**src/rtl/uart_pkg.sv**
```systemverilog
// Shared definitions for the serial link: baud default, frame shape and the
// transmitter state encoding (the receiver draws on the same package).
package uart_pkg;

    localparam int DEFAULT_CLKS_PER_BIT = 434;
    localparam int DATA_BITS            = 8;
    localparam int STOP_BITS            = 1;

    typedef enum logic [2:0] {
        TX_IDLE    = 3'd0,
        TX_START   = 3'd1,
        TX_DATA    = 3'd2,
        TX_STOP    = 3'd3,
        TX_CLEANUP = 3'd4
    } tx_state_t;

endpackage

```
**src/rtl/sync_fifo.sv**
```systemverilog
// Single-clock FIFO with occupancy count and a registered read port, so the
// storage maps onto block RAM. Popped data appears on o_Data the cycle after the pop.
module sync_fifo #(
    parameter int WIDTH = 8,
    parameter int DEPTH = 16
) (
    input  logic                     i_Clock,
    input  logic                     reset,
    input  logic                     i_Push,
    input  logic [WIDTH-1:0]         i_Data,
    input  logic                     i_Pop,
    output logic [WIDTH-1:0]         o_Data,
    output logic                     o_Full,
    output logic                     o_Empty,
    output logic [$clog2(DEPTH):0]   o_Level
);

    localparam int AW = $clog2(DEPTH);

    logic [WIDTH-1:0] r_Mem [DEPTH];
    logic [WIDTH-1:0] r_Data;
    logic [AW-1:0]    r_Wr_Ptr;
    logic [AW-1:0]    r_Rd_Ptr;
    logic [AW:0]      r_Count;
    logic             w_Do_Push;
    logic             w_Do_Pop;

    // Requests are qualified here too, so a careless client cannot corrupt the pointers.
    assign w_Do_Push = i_Push && !o_Full;
    assign w_Do_Pop  = i_Pop && !o_Empty;

    always_ff @(posedge i_Clock) begin
        if (w_Do_Push) begin
            r_Mem[r_Wr_Ptr] <= i_Data;
        end
    end

    always_ff @(posedge i_Clock) begin
        if (w_Do_Pop) begin
            r_Data <= r_Mem[r_Rd_Ptr];
        end
    end

    always_ff @(posedge i_Clock) begin
        if (reset) begin
            r_Wr_Ptr <= '0;
            r_Rd_Ptr <= '0;
            r_Count  <= '0;
        end else begin
            if (w_Do_Push) begin
                r_Wr_Ptr <= r_Wr_Ptr + 1'b1;
            end
            if (w_Do_Pop) begin
                r_Rd_Ptr <= r_Rd_Ptr + 1'b1;
            end
            case ({w_Do_Push, w_Do_Pop})
                2'b10:   r_Count <= r_Count + 1'b1;
                2'b01:   r_Count <= r_Count - 1'b1;
                default: r_Count <= r_Count;
            endcase
        end
    end

    assign o_Data  = r_Data;
    assign o_Full  = (r_Count == (AW + 1)'(DEPTH));
    assign o_Empty = (r_Count == '0);
    assign o_Level = r_Count;

endmodule

```
**src/rtl/uart_tx.sv**
```systemverilog
// Buffered 8N1 transmitter: bytes queue in a FIFO and are shifted out LSB
// first; the transmit gate only controls whether a new frame may begin.
module uart_tx
    import uart_pkg::*;
#(
    parameter int CLKS_PER_BIT = DEFAULT_CLKS_PER_BIT,
    parameter int FIFO_DEPTH   = 16
) (
    input  logic                          i_Clock,
    input  logic                          reset,
    input  logic                          i_Tx_DV,
    input  logic [7:0]                    i_Tx_Byte,
    input  logic                          transmit,
    output logic                          o_Tx_Serial,
    output logic                          o_Tx_Active,
    output logic                          o_Tx_Done,
    output logic                          o_Empty,
    output logic                          o_Full,
    output logic [$clog2(FIFO_DEPTH):0]   o_Level,
    output logic                          o_Overflow
);

    localparam int CW = $clog2(CLKS_PER_BIT);
    localparam int BW = $clog2(DATA_BITS);
    localparam logic [CW-1:0] LAST_CLK  = CW'(CLKS_PER_BIT - 1);
    localparam logic [BW-1:0] LAST_DATA = BW'(DATA_BITS - 1);
    localparam logic [BW-1:0] LAST_STOP = BW'(STOP_BITS - 1);

    tx_state_t        r_State;
    tx_state_t        w_State_Next;
    logic [CW-1:0]    r_Clk_Count;
    logic [CW-1:0]    w_Clk_Count_Next;
    logic [BW-1:0]    r_Bit_Index;
    logic [BW-1:0]    w_Bit_Index_Next;
    logic [7:0]       r_Shift;
    logic [7:0]       w_Shift_Next;
    logic             r_Tx_Serial;
    logic             r_Tx_Active;
    logic             r_Tx_Done;
    logic             r_Overflow;
    logic             w_Line;
    logic             w_Active;
    logic             w_Done;
    logic             w_Pop;
    logic             w_Push;
    logic             w_Clk_Last;
    logic [7:0]       w_Fifo_Data;
    logic             w_Full;
    logic             w_Empty;

    // Full is the registered flag, so a write in the same cycle as a pop from a full FIFO is still dropped.
    assign w_Push     = i_Tx_DV && !w_Full;
    assign w_Clk_Last = (r_Clk_Count == LAST_CLK);

    sync_fifo #(
        .WIDTH (8),
        .DEPTH (FIFO_DEPTH)
    ) u_fifo (
        .i_Clock (i_Clock),
        .reset   (reset),
        .i_Push  (w_Push),
        .i_Data  (i_Tx_Byte),
        .i_Pop   (w_Pop),
        .o_Data  (w_Fifo_Data),
        .o_Full  (w_Full),
        .o_Empty (w_Empty),
        .o_Level (o_Level)
    );

    always_comb begin
        w_State_Next     = r_State;
        w_Clk_Count_Next = r_Clk_Count;
        w_Bit_Index_Next = r_Bit_Index;
        w_Shift_Next     = r_Shift;
        w_Line           = 1'b1;
        w_Active         = 1'b0;
        w_Done           = 1'b0;
        w_Pop            = 1'b0;
        case (r_State)
            TX_IDLE: begin
                w_Clk_Count_Next = '0;
                if (transmit && !w_Empty) begin
                    w_Pop            = 1'b1;
                    w_Bit_Index_Next = '0;
                    w_State_Next     = TX_START;
                end
            end
            TX_START: begin
                w_Line   = 1'b0;
                w_Active = 1'b1;
                // The FIFO read is registered: the popped byte is valid on the first start-bit cycle.
                if (r_Clk_Count == '0) begin
                    w_Shift_Next = w_Fifo_Data;
                end
                if (w_Clk_Last) begin
                    w_Clk_Count_Next = '0;
                    w_State_Next     = TX_DATA;
                end else begin
                    w_Clk_Count_Next = r_Clk_Count + 1'b1;
                end
            end
            TX_DATA: begin
                w_Line   = r_Shift[0];
                w_Active = 1'b1;
                if (w_Clk_Last) begin
                    w_Clk_Count_Next = '0;
                    w_Shift_Next     = {1'b0, r_Shift[7:1]};
                    if (r_Bit_Index == LAST_DATA) begin
                        w_Bit_Index_Next = '0;
                        w_State_Next     = TX_STOP;
                    end else begin
                        w_Bit_Index_Next = r_Bit_Index + 1'b1;
                    end
                end else begin
                    w_Clk_Count_Next = r_Clk_Count + 1'b1;
                end
            end
            TX_STOP: begin
                w_Active = 1'b1;
                if (w_Clk_Last) begin
                    w_Clk_Count_Next = '0;
                    if (r_Bit_Index == LAST_STOP) begin
                        w_Bit_Index_Next = '0;
                        w_State_Next     = TX_CLEANUP;
                    end else begin
                        w_Bit_Index_Next = r_Bit_Index + 1'b1;
                    end
                end else begin
                    w_Clk_Count_Next = r_Clk_Count + 1'b1;
                end
            end
            TX_CLEANUP: begin
                w_Done       = 1'b1;
                w_State_Next = TX_IDLE;
            end
            default: begin
                w_State_Next = TX_IDLE;
            end
        endcase
    end

    // Line, active and done are registered copies of the state decode, so they move together.
    always_ff @(posedge i_Clock) begin
        if (reset) begin
            r_State     <= TX_IDLE;
            r_Clk_Count <= '0;
            r_Bit_Index <= '0;
            r_Shift     <= '0;
            r_Tx_Serial <= 1'b1;
            r_Tx_Active <= 1'b0;
            r_Tx_Done   <= 1'b0;
            r_Overflow  <= 1'b0;
        end else begin
            r_State     <= w_State_Next;
            r_Clk_Count <= w_Clk_Count_Next;
            r_Bit_Index <= w_Bit_Index_Next;
            r_Shift     <= w_Shift_Next;
            r_Tx_Serial <= w_Line;
            r_Tx_Active <= w_Active;
            r_Tx_Done   <= w_Done;
            r_Overflow  <= i_Tx_DV && w_Full;
        end
    end

    assign o_Tx_Serial = r_Tx_Serial;
    assign o_Tx_Active = r_Tx_Active;
    assign o_Tx_Done   = r_Tx_Done;
    assign o_Overflow  = r_Overflow;
    assign o_Empty     = w_Empty;
    assign o_Full      = w_Full;

endmodule

```
**config.mk**
```make
export PLATFORM = sky130hd
export DESIGN_NAME = uart_tx
export DESIGN_NICKNAME = d
export VERILOG_FILES = /design/src/rtl/uart_pkg.sv /design/src/rtl/sync_fifo.sv /design/src/rtl/uart_tx.sv
export SDC_FILE = /design/constraint.sdc
export NUM_CORES = 1
export LEC_CHECK = 0
export ABC_AREA = 1
export CAP_MARGIN = 0
export CORE_UTILIZATION = 58
export DETAILED_ROUTE_END_ITERATION = 8
export GPL_TIMING_DRIVEN = 0
export PLACE_DENSITY = 0.87
export SLEW_MARGIN = 20
export SYNTH_ARGS = -nofsm -noshare
export SYNTH_HDL_FRONTEND = slang
export SYNTH_SLANG_ARGS = --single-unit
```
**constraint.sdc**
```tcl
create_clock -name i_Clock -period 4.7 [get_ports i_Clock]
set_input_delay 0.94 -clock i_Clock [delete_from_list [all_inputs] [get_ports i_Clock]]
set_output_delay 0.94 -clock i_Clock [all_outputs]
set_load 0.02 [all_outputs]
```
# --- Word level (Yosys, flattened, before mapping) ---
# Memories as Yosys holds them, arrays and structs flattened. A register that Yosys moved wholly into a read port is not among the register bits.
# Cells that the tools add are included.
word_totals:
  out_inout_bits: 11
  regBits: 40
  ram_bits: 128
  in_bits: 12
  n_memories: 1
  wordCells: 79
memory_table:
  columns: ["name", "words", "word_bits", "rd", "rd_clocked_by_memory_dff", "wr", "line", "rtl"]
  rows:
  - ["u_fifo.r_Mem", 16, 8, 1, 1, 1, "sync_fifo.sv:20", "logic [WIDTH-1:0] r_Mem [DEPTH];"]
classes:
  add_sub_neg: 6
  n_eq_ne: 16
  n_reduce_logical: 19
  n_mux: 26
op_table:
  columns: ["op", "n"]
  rows:
  - ["3-bit two-way mux", 11]
  - ["9-bit one-hot mux with 2 select lines", 1]
  - ["8-bit two-way mux", 2]
  - ["8-bit one-hot mux with 2 select lines", 1]
  - ["2-bit inequality test, second input constant", 7]
  - ["3-bit one-hot mux with 4 select lines", 1]
  - ["5-bit one-hot mux with 2 select lines", 1]
  - ["9-bit by 1-bit adder with 9-bit output, second input constant", 1]
  - ["9-bit equality test, second input constant", 1]
  - ["9-bit logical NOT", 1]
  - ["9-bit two-way mux", 1]
  - ["3-bit one-hot mux with 3 select lines", 1]
  - ["4-bit by 1-bit adder with 4-bit output, second input constant", 2]
  - ["3-bit by 2-bit equality test with 1-bit output, second input constant", 2]
  - ["3-bit equality test, second input constant", 2]
  - ["3-bit logical NOT", 2]
  - ["1-bit two-way mux", 6]
  - ["6-bit AND reduction", 1]
  - ["2-bit nonzero test", 3]
  - ["5-bit by 1-bit adder with 5-bit output, second input constant", 1]
  - ["5-bit equality test, second input constant", 1]
  - ["1-bit logical AND", 5]
  - ["5-bit logical NOT", 1]
  - ["5-bit by 1-bit subtractor with 5-bit output, second input constant", 1]
  - ["other kinds (10)", 11]

# --- Longest topological paths before layout ---
depth:
  word_depth: 8
  mapped_depth: 15

# --- Hierarchy ---
# Synthesis repeated with hierarchy kept, for this count alone.
hier_totals:
  hier_cells: 885
  hier_area_um2: 8035.2
by_module_without_submodules:
  columns: ["mod", "cells_each", "area_per_inst_um2", "instances"]
  rows:
  - ["sync_fifo", 663, 6581.3, 1]
  - ["uart_tx", 222, 1453.9, 1]

# --- Worst setup path after synthesis ---
# OpenSTA, ideal clock, no wires.
synth_path:
  kind: "input-to-reg"
  from: "input transmit"
  to: "register u_fifo.r_Count[3] (netlist: u_fifo.o_Level[3])"
  n_path_buf: 0
  stages: 13
  path_slack_ns: 2.238
  t_arrival_ns: 2.353
  t_required_ns: 4.591
  cell_sequence: "nand2_1 inv_1 nand2_2 inv_2 ha_1 ha_1 nand2_1 nand2_1 a21oi_1 xor2_1 nand2_1 nand2_1 inv_1"
synth_via:
  elab_chain_cells: 6
  elab_cells_between_ends: 8
  classes_between: "eq/ne: 2; mux: 3; reduce/logical: 3"
synth_lines:
  columns: ["element", "line", "rtl"]
  rows:
  - ["from (decl)", "uart_tx.sv:13", "input logic transmit,"]
  - ["1-bit logical AND *", "uart_tx.sv:82", "if (transmit && !w_Empty) begin"]
  - ["1-bit two-way mux *", "uart_tx.sv:82", null]
  - ["1-bit two-way mux *", "uart_tx.sv:79", "case (r_State)"]
  - ["1-bit logical AND *", "sync_fifo.sv:30", "assign w_Do_Pop = i_Pop && !o_Empty;"]
  - ["net u_fifo.w_Do_Pop", "sync_fifo.sv:26", "logic w_Do_Pop;"]
  - ["2-bit by 1-bit equality test with 1-bit output or 2-bit equality test (tied branches)", "sync_fifo.sv:56", "case ({w_Do_Push, w_Do_Pop})"]
  - ["5-bit one-hot mux with 2 select lines or 2-bit nonzero test (tied branches)", null, null]
  - ["to (signal assigned)", "sync_fifo.sv:57", "2'b10: r_Count <= r_Count + 1'b1;"]
  - ["to (signal assigned)", "sync_fifo.sv:58", "2'b01: r_Count <= r_Count - 1'b1;"]
  - ["to (signal assigned)", "sync_fifo.sv:59", "default: r_Count <= r_Count;"]
  - ["to (decl)", "sync_fifo.sv:24", "logic [AW:0] r_Count;"]
# The timed path passes the listed nets; every way through them passes the cells marked *.
# A chain may end at the register's enable or synchronous reset.

# --- Final worst setup path ---
# Same ends and word-level chain as after synthesis.

==> flow_metrics.tcl <==
set metrics [dict create \
    outcome "complete, no violations" \
    viasPerCell 5.80 \
    clock_latency_ns 0.43 \
    slew_violations 0 \
    cp_common_cell "nand2_1" \
    dp.cells 922 \
    overflow 0 \
    hold_viol 0 \
    fmax_mhz 356 \
    tightest_slew_ns 0.824 \
    syn_area_um2 7610 \
    yosysUniqueCellTypes 35 \
    wl_per_cell_um 18.2 \
    rows 41 \
    cp-startpoint "transmit" \
    finalCritPeriodShare_pct 59.8 \
    area_delta_synth_final_pct 12.8 \
    final_nets 797 \
    maxSlewHeadroom_pct 44.9 \
    final_util_pct 67.5 \
    hp-start "r_Shift[0]" \
    synth_top_area_share_pct 53.7 \
    p_leak_nw 3.23 \
    clock_tree.root_cell "clkbuf_16" \
    h-tree-depth 4 \
    place.gp.congestion 0.888 \
    ant_nets 0 \
    start_kind "input port" \
    worstRegToRegCells 15 \
    grt_pass1_wl_um 26900 \
    start_util_pct 59.8 \
    yosysSeqAreaShare_pct 64.2 \
    routed_wl_um 17300 \
    clk_pin_slew_worst_paths_ns 0.06 \
    synth_area_per_cell_um2 10.4 \
    vdd_ir_drop_max_mv 0.344 \
    r2r-end "u_fifo.o_Level[3]" \
    ios 23 \
    final_common_cell "nand2_1" \
    ys_seq_elements 176 \
    min_period_ns 2.81 \
    fillCellCount 911 \
    power_density_nw_per_um2 524 \
    maxCapViolations 0 \
    tritoncts "built" \
    io_buffers 22 \
    holdWs_ns 0.472 \
    rsz0062_at_grt "no" \
    track_usage_pct 27.6 \
    dr.pass1.iters 5 \
    crit_family "buffers and inverters" \
    critPathBufInv 4 \
    drtIter0Drc 614 \
    worstSetupPathType "input port to register" \
    cts_setup_buffers 0 \
    die_h_um 117 \
    regArea_um2 4880 \
    synthCells 728 \
    yosys_warnings 0 \
    fin_skew_ns 0.00564 \
    die_w_um 117 \
    crit_chain "clkdlybuf4s50_1, nand2_1, inv_1, nand2_2, inv_2, ha_1, ha_1, nand2_1, nand2_1, a21oi_1, xor2_1, nand2_1, nand2_1, inv_1" \
    dieArea_um2 13600 \
    ctsHoldBuffers 0 \
    synth_fp_nets 756 \
    drc 0 \
    design_area_um2 8580 \
    dp.final_hpwl_um 11600 \
    mostFrequentLayoutCells "nand2_1 (153), edfxtp_1 (136), nor2_1 (98)" \
    crit-reg2reg-launch "u_fifo.o_Level[0]" \
    finalNonFillerCells 952 \
    grt_start_max_net_pins 17 \
    cpPeakStageDelay_ns 0.45 \
    cts_buffers 17 \
    rrSetupSlack_ns 2.09 \
    hp-class "register to register" \
    n_antenna_cell 0 \
    multi_input_area_um2 2340 \
    vias 5518 \
    grt_pass1_vias 5341 \
    required_ns 5.03 \
    setup_viol 0 \
    cts_buffer_depth 2 \
    slowest_stage "clkdlybuf4s50_1" \
    synth.area.top_cells "edfxtp_1 (54%), dfxtp_1 (11%), nand2_1 (7.5%)" \
    yosysTopAreaCell "edfxtp_1" \
    core_um2 12700 \
    post_cts_resized 0 \
    drive_gt1_share_pct 9.74 \
    cts_sinks 176 \
    path_max_fanout 12 \
    end_kind "register" \
    place_area_um2 8040 \
    antenna_found_initial 0 \
    worstSetupEndpoint "u_fifo.o_Level[3]" \
    setup_tns_ns 0 \
    crit_arrival_ns 3.14 \
    path_depth 14 \
]
-- stage by stage --
step           power [mW]  setup WS, ns
5_1_grt              4.70          1.73
3_5_place_dp         3.18          1.47
4_1_cts              4.48          1.88
3_3_place_gp         3.10          1.56
6_report             4.50          1.89
2_1_floorplan        2.78          2.24
-- layout make-up --
cell class	instances	share of cell area [%]
Sequential cell	176	56.9
Multi-Input combinational cell	470	27.3
Clock buffer	18	5.00
Timing Repair Buffer	22	2.57
Tap cell	172	2.51
Inverter	52	2.27
Buffer	30	2.16
Clock inverter	12	1.28
-- power breakdown --
group          switching [mW]  leakage [nW]  total, mW  internal [mW]
registers              0.0775          1.56       1.91           1.83
logic                   0.851          1.41       1.27          0.420
clock network           0.589         0.259       1.31          0.726
-- worst register-to-register path, delay by kind of cell (launching register included) --
family	cells	cell delay, ns
AO/OA/AOI/OAI	1	0.15
XOR/XNOR	1	0.19
adder cells (fa/ha/maj)	2	0.62
buffers and inverters	3	0.36
flip-flops	1	0.46
AND/OR/NAND/NOR	8	0.74
-- logic make-up (layout without fill, tap and decap cells) --
family / after synthesis / after routing / share of synthesized area (%)
AOI/OAI and AO/OA: 114 / 114 / 7.78
xor gates and xnor gates: 11 / 11 / 1.27
adders and majority gates: 16 / 16 / 2.73
buffers and inverters: 82 / 134 / 5.00
DFF: 176 / 176 / 64.2
and+or+nand+nor: 329 / 329 / 19.0
-- worst min-delay path by stage --
stage	endpoint	slack (ns)	cells after the start
2_1_floorplan	o_Tx_Serial	0.43	2
4_1_cts	o_Tx_Serial	0.47	2
3_3_place_gp	o_Tx_Serial	0.45	2
3_5_place_dp	o_Tx_Serial	0.46	2
6_report	o_Tx_Serial	0.47	2
5_1_grt	o_Tx_Serial	0.50	2
-- synthesized netlist by cell type (all sizes together) --
library cell	number
nor2	104
edfxtp	136
o211ai	4
buf	22
nand3b	1
dfxtp	40
nand3	54
nor3b	1
xor2	9
a21oi	33
nor3	6
clkbuf	8
inv	52
nand2	158
and3	1
xnor2	2
nand4	3
o21ai	68
a31oi	4
ha	15
o22ai	5
or2	1
fa	1
-- metal layers --
layer,global-route usage (%),wire [µm]
met3,7.21,1310
met1,32.3,6640
met4,13.9,620
met5,0,0
met2,47.1,8740
-- registers in the layout (all words and copies together), names as in the netlist, 3 cells and up --
register / cells
r_Bit_Index: 3
r_Clk_Count: 9
r_Shift: 8
r_State: 3
u_fifo.o_Data: 8
u_fifo.o_Level: 5
u_fifo.r_Mem: 128
u_fifo.r_Rd_Ptr: 4
u_fifo.r_Wr_Ptr: 4
Note: power is estimated with default switching activity, not from simulation.
